--- src/rtl/tern_pkg.sv ---
// Shared encodings and types for the ternary-weight dot-product engine.
package tern_pkg;

    localparam int unsigned ACT_W  = 8;
    localparam int unsigned TERM_W = ACT_W + 1;
    localparam int unsigned WT_W   = 2;

    localparam logic [WT_W-1:0] W_POS  = 2'b01;
    localparam logic [WT_W-1:0] W_NEG  = 2'b11;
    localparam logic [WT_W-1:0] W_ZERO = 2'b00;

    typedef enum logic [1:0] {
        IDLE  = 2'd0,
        RUN   = 2'd1,
        DRAIN = 2'd2,
        DONE  = 2'd3
    } state_t;

endpackage

--- src/rtl/tern_lane_sel.sv ---
// One lane of stage 1: registers +act, -act or 0 according to a ternary weight.
// The 9-bit result lets -(-128) become +128 without wrapping.
module tern_lane_sel
    import tern_pkg::*;
(
    input  logic                     clk,
    input  logic                     rst,
    input  logic                     i_en,
    input  logic [ACT_W-1:0]         i_act,
    input  logic [WT_W-1:0]          i_wt,
    output logic signed [TERM_W-1:0] o_term
);

    logic signed [TERM_W-1:0] w_ext;
    logic signed [TERM_W-1:0] r_term;

    assign w_ext  = {i_act[ACT_W-1], i_act};
    assign o_term = r_term;

    // Capture the selected term on an accepted beat; otherwise hold zero so idle cycles add nothing.
    always_ff @(posedge clk) begin
        if (rst) begin
            r_term <= '0;
        end else if (!i_en) begin
            r_term <= '0;
        end else begin
            case (i_wt)
                W_POS:   r_term <= w_ext;
                W_NEG:   r_term <= -w_ext;
                default: r_term <= '0;
            endcase
        end
    end

endmodule

--- src/rtl/tern_dot_seq.sv ---
// Sequential ternary dot product: LANES activations per beat, VEC_LEN per result.
module tern_dot_seq
    import tern_pkg::*;
#(
    parameter int unsigned LANES   = 16,
    parameter int unsigned VEC_LEN = 4096,
    parameter int unsigned ACC_W   = 24
) (
    input  logic                    clk,
    input  logic                    rst,
    input  logic                    start,
    output logic                    busy,
    input  logic                    in_valid,
    output logic                    in_ready,
    input  logic [ACT_W*LANES-1:0]  in_act,
    input  logic [WT_W*LANES-1:0]   in_wt,
    output logic                    out_valid,
    input  logic                    out_ready,
    output logic signed [ACC_W-1:0] out_sum
);

    localparam int unsigned BEATS = VEC_LEN / LANES;
    localparam int unsigned CNT_W = (BEATS > 1) ? $clog2(BEATS) : 1;

    state_t                   r_state;
    state_t                   w_state_nxt;
    logic [CNT_W-1:0]         r_beat_cnt;
    logic                     r_drain_cnt;
    logic signed [ACC_W-1:0]  r_acc;
    logic signed [ACC_W-1:0]  r_out_sum;
    logic                     r_busy;
    logic                     r_in_ready;
    logic                     r_out_valid;

    logic                     w_accept;
    logic                     w_last;
    logic                     w_busy_nxt;
    logic                     w_in_ready_nxt;
    logic                     w_out_valid_nxt;
    logic                     w_load_sum;
    logic signed [ACC_W-1:0]  w_tree_sum;
    logic signed [TERM_W-1:0] w_terms [LANES];

    assign w_accept  = in_valid && r_in_ready;
    assign w_last    = (r_beat_cnt == CNT_W'(BEATS - 1));
    assign busy      = r_busy;
    assign in_ready  = r_in_ready;
    assign out_valid = r_out_valid;
    assign out_sum   = r_out_sum;

    // Stage 1: one registered select per lane.
    for (genvar g = 0; g < LANES; g++) begin : g_lane
        tern_lane_sel u_sel (
            .clk    (clk),
            .rst    (rst),
            .i_en   (w_accept),
            .i_act  (in_act[ACT_W*g +: ACT_W]),
            .i_wt   (in_wt[WT_W*g +: WT_W]),
            .o_term (w_terms[g])
        );
    end

    // Stage 2 adder: sign-extend every lane term to the accumulator width and sum.
    always_comb begin
        w_tree_sum = '0;
        for (int i = 0; i < LANES; i++) begin
            w_tree_sum = w_tree_sum + ACC_W'(w_terms[i]);
        end
    end

    // State register.
    always_ff @(posedge clk) begin
        if (rst) r_state <= IDLE;
        else     r_state <= w_state_nxt;
    end

    // Next-state logic; DONE waits for the consumer to see out_valid before returning to IDLE.
    always_comb begin
        w_state_nxt = r_state;
        case (r_state)
            IDLE:    if (start)                      w_state_nxt = RUN;
            RUN:     if (w_accept && w_last)         w_state_nxt = DRAIN;
            DRAIN:   if (r_drain_cnt)                w_state_nxt = DONE;
            DONE:    if (r_out_valid && out_ready)   w_state_nxt = IDLE;
            default:                                 w_state_nxt = IDLE;
        endcase
    end

    // Output decode; valid trails DONE entry by one edge so the result is already settled.
    always_comb begin
        w_busy_nxt      = (w_state_nxt != IDLE);
        w_in_ready_nxt  = (w_state_nxt == RUN);
        w_out_valid_nxt = (r_state == DONE) && (w_state_nxt == DONE);
        w_load_sum      = (r_state == DRAIN) && (w_state_nxt == DONE);
    end

    // Registered handshake/status outputs.
    always_ff @(posedge clk) begin
        if (rst) begin
            r_busy      <= 1'b0;
            r_in_ready  <= 1'b0;
            r_out_valid <= 1'b0;
        end else begin
            r_busy      <= w_busy_nxt;
            r_in_ready  <= w_in_ready_nxt;
            r_out_valid <= w_out_valid_nxt;
        end
    end

    // Beat counter and two-cycle drain timer.
    always_ff @(posedge clk) begin
        if (rst) begin
            r_beat_cnt  <= '0;
            r_drain_cnt <= 1'b0;
        end else begin
            if (r_state == IDLE)  r_beat_cnt <= '0;
            else if (w_accept)    r_beat_cnt <= r_beat_cnt + CNT_W'(1);
            r_drain_cnt <= (r_state == DRAIN) ? ~r_drain_cnt : 1'b0;
        end
    end

    // Accumulator: held clear in IDLE; lane registers are zero on non-accepted cycles.
    always_ff @(posedge clk) begin
        if (rst)                   r_acc <= '0;
        else if (r_state == IDLE)  r_acc <= '0;
        else                       r_acc <= r_acc + w_tree_sum;
    end

    // Result register, loaded as DONE is entered and held until the next load or reset.
    always_ff @(posedge clk) begin
        if (rst)             r_out_sum <= '0;
        else if (w_load_sum) r_out_sum <= r_acc;
    end

endmodule

--- config.mk ---
export PLATFORM = sky130hd
export DESIGN_NAME = tern_dot_seq
export DESIGN_NICKNAME = d
export VERILOG_FILES = /design/src/rtl/tern_pkg.sv /design/src/rtl/tern_lane_sel.sv /design/src/rtl/tern_dot_seq.sv
export SDC_FILE = /design/constraint.sdc
export NUM_CORES = 1
export LEC_CHECK = 0
export ABC_AREA = 1
export ABC_CLOCK_PERIOD_IN_PS = 7400
export CORE_MARGIN = 2
export CORE_UTILIZATION = 59
export CTS_BUF_LIST = sky130_fd_sc_hd__clkbuf_8
export CTS_CLUSTER_DIAMETER = 60
export DETAILED_ROUTE_END_ITERATION = 7
export GPL_ROUTABILITY_DRIVEN = 0
export MAX_ROUTING_LAYER = met4
export PLACE_DENSITY = 0.83
export REMOVE_ABC_BUFFERS = 1
export SYNTH_ARGS = -nofsm -noshare
export SYNTH_HDL_FRONTEND = slang
export SYNTH_HIERARCHICAL = 1
export SYNTH_SLANG_ARGS = --single-unit
--- constraint.sdc ---
create_clock -name clk -period 7.4 [get_ports clk]
set_clock_uncertainty 0.1 [all_clocks]
set_input_delay 1.48 -clock clk [delete_from_list [all_inputs] [get_ports clk]]
set_output_delay 1.48 -clock clk [all_outputs]
set_load 0.02 [all_outputs]
[Yosys cells after proc, flatten, opt, wreduce, memory -nomap -nowiden]
Index checks and enable logic that the tools add are counted.
Storage, ports and cells
  register bits: 206
  input port bits: 165
  output and inout bits: 27
Cells by class
  $add $sub $neg: 33
  equality and inequality tests: 38
  mux-type cells: 21
  bitwise gates (word level): 3
  reductions and logical operators: 10
Operator list (number)
  $pmux 9 s2: 16
  $neg 8->9: 16
  $eq 2x2->1 const B: 19
  $eq 2x1->1 const B: 18
  $add 23x9->24: 1
  $add 24x24->24: 1
  $add 22x9->23: 1
  $add 21x9->22: 1
  $add 20x9->21: 1
  $add 19x9->20: 1
  $add 18x9->19: 1
  $add 17x9->18: 1
  $add 16x9->17: 1
  $add 15x9->16: 1
  $add 14x9->15: 1
  $add 13x9->14: 1
  $add 12x9->13: 1
  $add 11x9->12: 1
  $add 10x9->11: 1
  $add 9x9->10: 1
  $add 8x1->8 const B: 1
  $eq 8x8->1 const B: 1
  $mux 2: 4
  $pmux 2 s4: 1
  other kinds (5): 13

[Depth between registers and ports, before layout]
  word-level depth: 16
  mapped depth: 24
  gate-level depth less buffers: 24

[Hierarchy]
The synthesis kept the hierarchy.
By module, submodules not included
  tern_dot_seq: instances 1, cells an instance 1016, area each 8977.4 um2
  tern_lane_sel: instances 16, cells an instance 72, area each 491.7 um2

[Worst setup path after synthesis]
Ideal clock, no wire load.
  path kind: reg-to-reg
  from: register g_lane[7].u_sel.r_term[8]
  to: register r_acc[21]
  data arrival time: 5333 ps
  data required time: 7187 ps
  slack: 1854 ps
  cell stages (with the launch flop): 21
  path buffers: 0
  period minus slack after synthesis: 5546 ps
  cell sequence: dfxtp_1 > fa_1 > inv_1 > fa_1 > fa_1 > inv_1 > fa_1 > inv_1 > fa_1 > fa_1 > inv_1 > ha_1 > nand2_1 > inv_1 > nand2_1 > nor2_1 > nand4_1 > nand3_1 > nand2_1 > nand2_1 > nor2_1
Between the ends
  longest elaborated chain between the ends: 10
Ends and longest elaborated chain
  start, declared: line tern_lane_sel.sv:15  | logic signed [TERM_W-1:0] r_term;
  start signal, assigned: line tern_lane_sel.sv:28  | W_POS: r_term <= w_ext;
  start signal, assigned: line tern_lane_sel.sv:29  | W_NEG: r_term <= -w_ext;
  $add 15x9->16: line tern_dot_seq.sv:67  | w_tree_sum = w_tree_sum + ACC_W'(w_terms[i]);
  $add 16x9->17: line tern_dot_seq.sv:67
  $add 17x9->18: line tern_dot_seq.sv:67
  $add 18x9->19: line tern_dot_seq.sv:67
  $add 19x9->20: line tern_dot_seq.sv:67
  $add 20x9->21: line tern_dot_seq.sv:67
  $add 21x9->22: line tern_dot_seq.sv:67
  $add 22x9->23: line tern_dot_seq.sv:67
  $add 23x9->24: line tern_dot_seq.sv:67
  $add 24x24->24: line tern_dot_seq.sv:126  | else r_acc <= r_acc + w_tree_sum;
  end signal, assigned: line tern_dot_seq.sv:126
  end, declared: line tern_dot_seq.sv:29  | logic signed [ACC_W-1:0] r_acc;
No other way between the ends.
A chain may end at the register's enable or synchronous reset.

[Worst setup path after layout]
Same ends and word-level chain as after synthesis.

==> summary.md <==
| Metric | Value |
|---|---|
| Final Critical Period | `6170 ps` |
| Critical path's most frequent cell | `fa_1` |
| Mean Syn Cell Area | `7.77 µm²` |
| Cell count after placement | `2714` |
| Number of synthesized register bits | `206` |
| Pre-CTS setup slack | `1260 ps` |
| Crit path max-delay family | `adder cells` |
| Hold Crit Class | `flip-flop to flip-flop` |
| Post-route setup slack | `1230 ps` |
| Max Slew Vio Count | `0` |
| CP arrival | `6490 ps` |
| WL/cell | `15.3 µm` |
| Largest net degree at the start of global routing | `around 50` |
| Total Nets Final | `2800` |
| Area of the multi-input gates | `between 0.01 and 0.015 mm²` |
| Die area | `around 0.03 mm²` |
| WP buf/inv | `5` |
| Worst path slowest cell | `fa_1` |
| Top cell type's share of synthesized area | `0.256` |
| Later-pin clock latency in the skew report | `540 ps` |
| CTS hold repair buffers | `0` |
| Grt ovf | `0` |
| Startpoint types | `flip-flop` |
| HP Start | `out_sum[18]$_SDFFE_PP0P_` |
| Setup TNS | `0 ps` |
| DR vias | `14253` |
| Vias in the first global route | `14745` |
| Worst-path clk slew | `approximately 60 ps` |
| Fraction of registers with async set/reset | `0` |
| Final hold slack | `345 ps` |
| Die Wd | `roughly 170 µm` |
| Max_slew headroom | `0.230` |
| Max incr delay on CP | `1170 ps` |
| FF/Latch Area | `0.00412 mm²` |
| Ys flop type | `dfxtp_1` |
| Core area | `around 0.028 mm²` |
| Post-Syn Area | `between 0.015 and 0.02 mm²` |
| Share of layout cells above drive strength 1 | `0.113` |
| Sequential share of the synthesized area | `0.245` |
| Fin crit share | `0.834` |
| Starting density of the core | `0.603` |
| Max-cap violation count | `0` |
| YS warnings | `6` |
| Antenna violation net count after detailed routing | `0` |
| Reg2reg start | `g_lane[7].u_sel/o_term[8]$_SDFF_PP0_` |
| Synth area leaders | `fa_1, dfxtp_1, inv_1` |
| Worst Tran Pin Value | `1150 ps` |
| PwrDens | `183 mW/mm²` |
| Critical path required time | `slightly below 8000 ps` |
| Cts bufs inserted | `35` |
| # rows | `61` |
| Initial antenna violation count | `0` |
| Clock buffer depth | `3` |
| All-Layer GR Usage | `0.304` |
| IO Pins | `192` |
| Leakage | `roughly 0.009 µW` |
| H-tree Lvls | `2` |
| Dpl hpwl | `33.9 mm` |
| # DRC | `0` |
| Fin cells | `roughly 2800` |
| Final wirelength | `42.5 mm` |
| Port Buffers | `191` |
| Fillers | `2123` |
| Post-CTS Setup Bufs | `0` |
| Top cells by count, synth | `inv_1, nand2_1, nor2_1` |
| TritonRoute pass-1 iters | `6` |
| CTS tree | `yes` |
| Critical path cell sequence | `fa_1 > inv_1 > fa_1 > fa_1 > inv_1 > fa_1 > inv_1 > fa_1 > fa_1 > inv_1 > ha_1 > nand2_1 > inv_1 > nand2_1 > nor2_1 > nand4_1 > nand3_1 > nand2_1 > nand2_1 > nor2_1` |
| CP Capture Type | `flip-flop` |
| Area grow syn2layout | `17.4%` |
| Gates resized, CTS repair | `0` |
| Hold Vio Cnt, Final | `0` |
| # clock sinks | `206` |
| Most frequent cell after synthesis | `inv_1` |
| Die H | `about 170 µm` |
| Crit path kind | `flip-flop to flip-flop` |
| VDD IR max | `approximately 0.00012 V` |
| Final-report setup violation count | `0` |
| Cell variety after synth | `38` |
| Unrepaired setup endpoints after global routing | `false` |
| Number of enable flip-flop cells after synthesis | `0` |
| Final instance area | `0.0198 mm²` |
| Placed Area | `0.0190 mm²` |
| Post-synthesis cell type with the largest combined area | `fa_1` |
| Fmax | `162 MHz` |
| Outcome | `finished, final reports clean` |
| Routed vias/inst | `~5` |
| 1st-iter DRT viols | `about 1100` |
| Worst Setup SP | `g_lane[7].u_sel/o_term[8]$_SDFF_PP0_` |
| CTS Root Cell | `clkbuf_8` |
| First-pass GRT wire length | `71.3 mm` |
| Synth Instances | `approximately 2200` |
| CP max FO | `13` |
metrics by stage:
step                total power [µW]  utilization
global placement                2460        0.681
detailed placement              2510        0.681
floorplan                       2110            -
finish                          3620        0.708
CTS                             3610        0.708
global route                    3850        0.708
metal layers:
| metal | vias up | global-route usage | part of all wire |
|---|---|---|---|
| met5 | - | - | 0 |
| met4 | 0 | 0.138 | 0.048 |
| met3 | 142 | 0.0576 | 0.070 |
| met2 | 604 | 0.499 | 0.48 |
| met1 | 6634 | 0.366 | 0.40 |
| li1 | 6873 | - | - |
layout make-up:
cell class                      instances  area share
Antenna cell                            1    0.000127
Timing Repair Buffer                  193      0.0974
Clock inverter                         17     0.00677
Clock buffer                           45      0.0313
Inverter                              540       0.102
Sequential cell                       206       0.208
Multi-Input combinational cell       1397       0.530
Tap cell                              378      0.0239
kinds of logic (layout without fill, tap and decap cells):
group / count (synthesis) / after routing / share of synthesized area
AND/OR/NAND/NOR: 883 / 883 / 0.253
buffers and inverters: 565 / 795 / 0.133
adder cells (fa/ha/maj): 262 / 262 / 0.290
AO/OA/AOI/OAI: 247 / 247 / 0.0756
flip-flops: 206 / 206 / 0.245
XOR/XNOR: 5 / 5 / 0.00260
other: 0 / 1 / 0
sequential cells by signal, indices dropped and copies added, names as in the netlist, 2 cells and up:
name                 cells
g_lane.u_sel/o_term    144
out_sum                 24
r_acc                   24
r_beat_cnt               8
r_state                  2
worst register-to-register path, cell delays in order, from the launching register on:
cell and delay [ps]:
dfxtp_1 320, fa_1 580, inv_1 80, fa_1 520
fa_1 1170, inv_1 330, fa_1 610, inv_1 50
fa_1 490, fa_1 530, inv_1 50, ha_1 350
nand2_1 130, inv_1 80, nand2_1 70, nor2_1 150
nand4_1 120, nand3_1 150, nand2_1 80, nand2_1 70
nor2_1 40
final timing paths:
kind              slack (ps)                  endpoint  cells past startpoint
setup / recovery        1230      r_acc[21]$_SDFF_PP0_                     20
hold / removal           350  out_sum[18]$_SDFFE_PP0P_                      2
setup reg to reg        1230      r_acc[21]$_SDFF_PP0_                     20
hold reg to reg          350  out_sum[18]$_SDFFE_PP0P_                      2
cells in the final DEF, fill, tap and decap left out, types with 3 or more instances in the layout:
cell type / n
a21oi_1: 157
clkbuf_8: 45
clkdlybuf4s50_1: 191
clkinv_2: 4
dfxtp_1: 206
fa_1: 215
ha_1: 47
inv_1: 478
inv_2: 71
nand2_1: 378
nand2_2: 28
nand2_4: 16
nand3_1: 86
nand3_2: 18
nand3b_1: 16
nand4_1: 4
nor2_1: 249
nor2_2: 54
nor2_8: 16
nor3_1: 5
nor3_2: 6
o21a_1: 6
o21ai_0: 57
o21ai_1: 20
xor2_1: 3
where the power goes:
group	internal [µW]	total, µW	leakage [µW]	switching, µW
combinational	515	1350	0.00711	836
clock	620	1090	0.000426	475
sequential	1140	1170	0.00167	30.4
No activity file was read; power rests on OpenSTA's default activity.
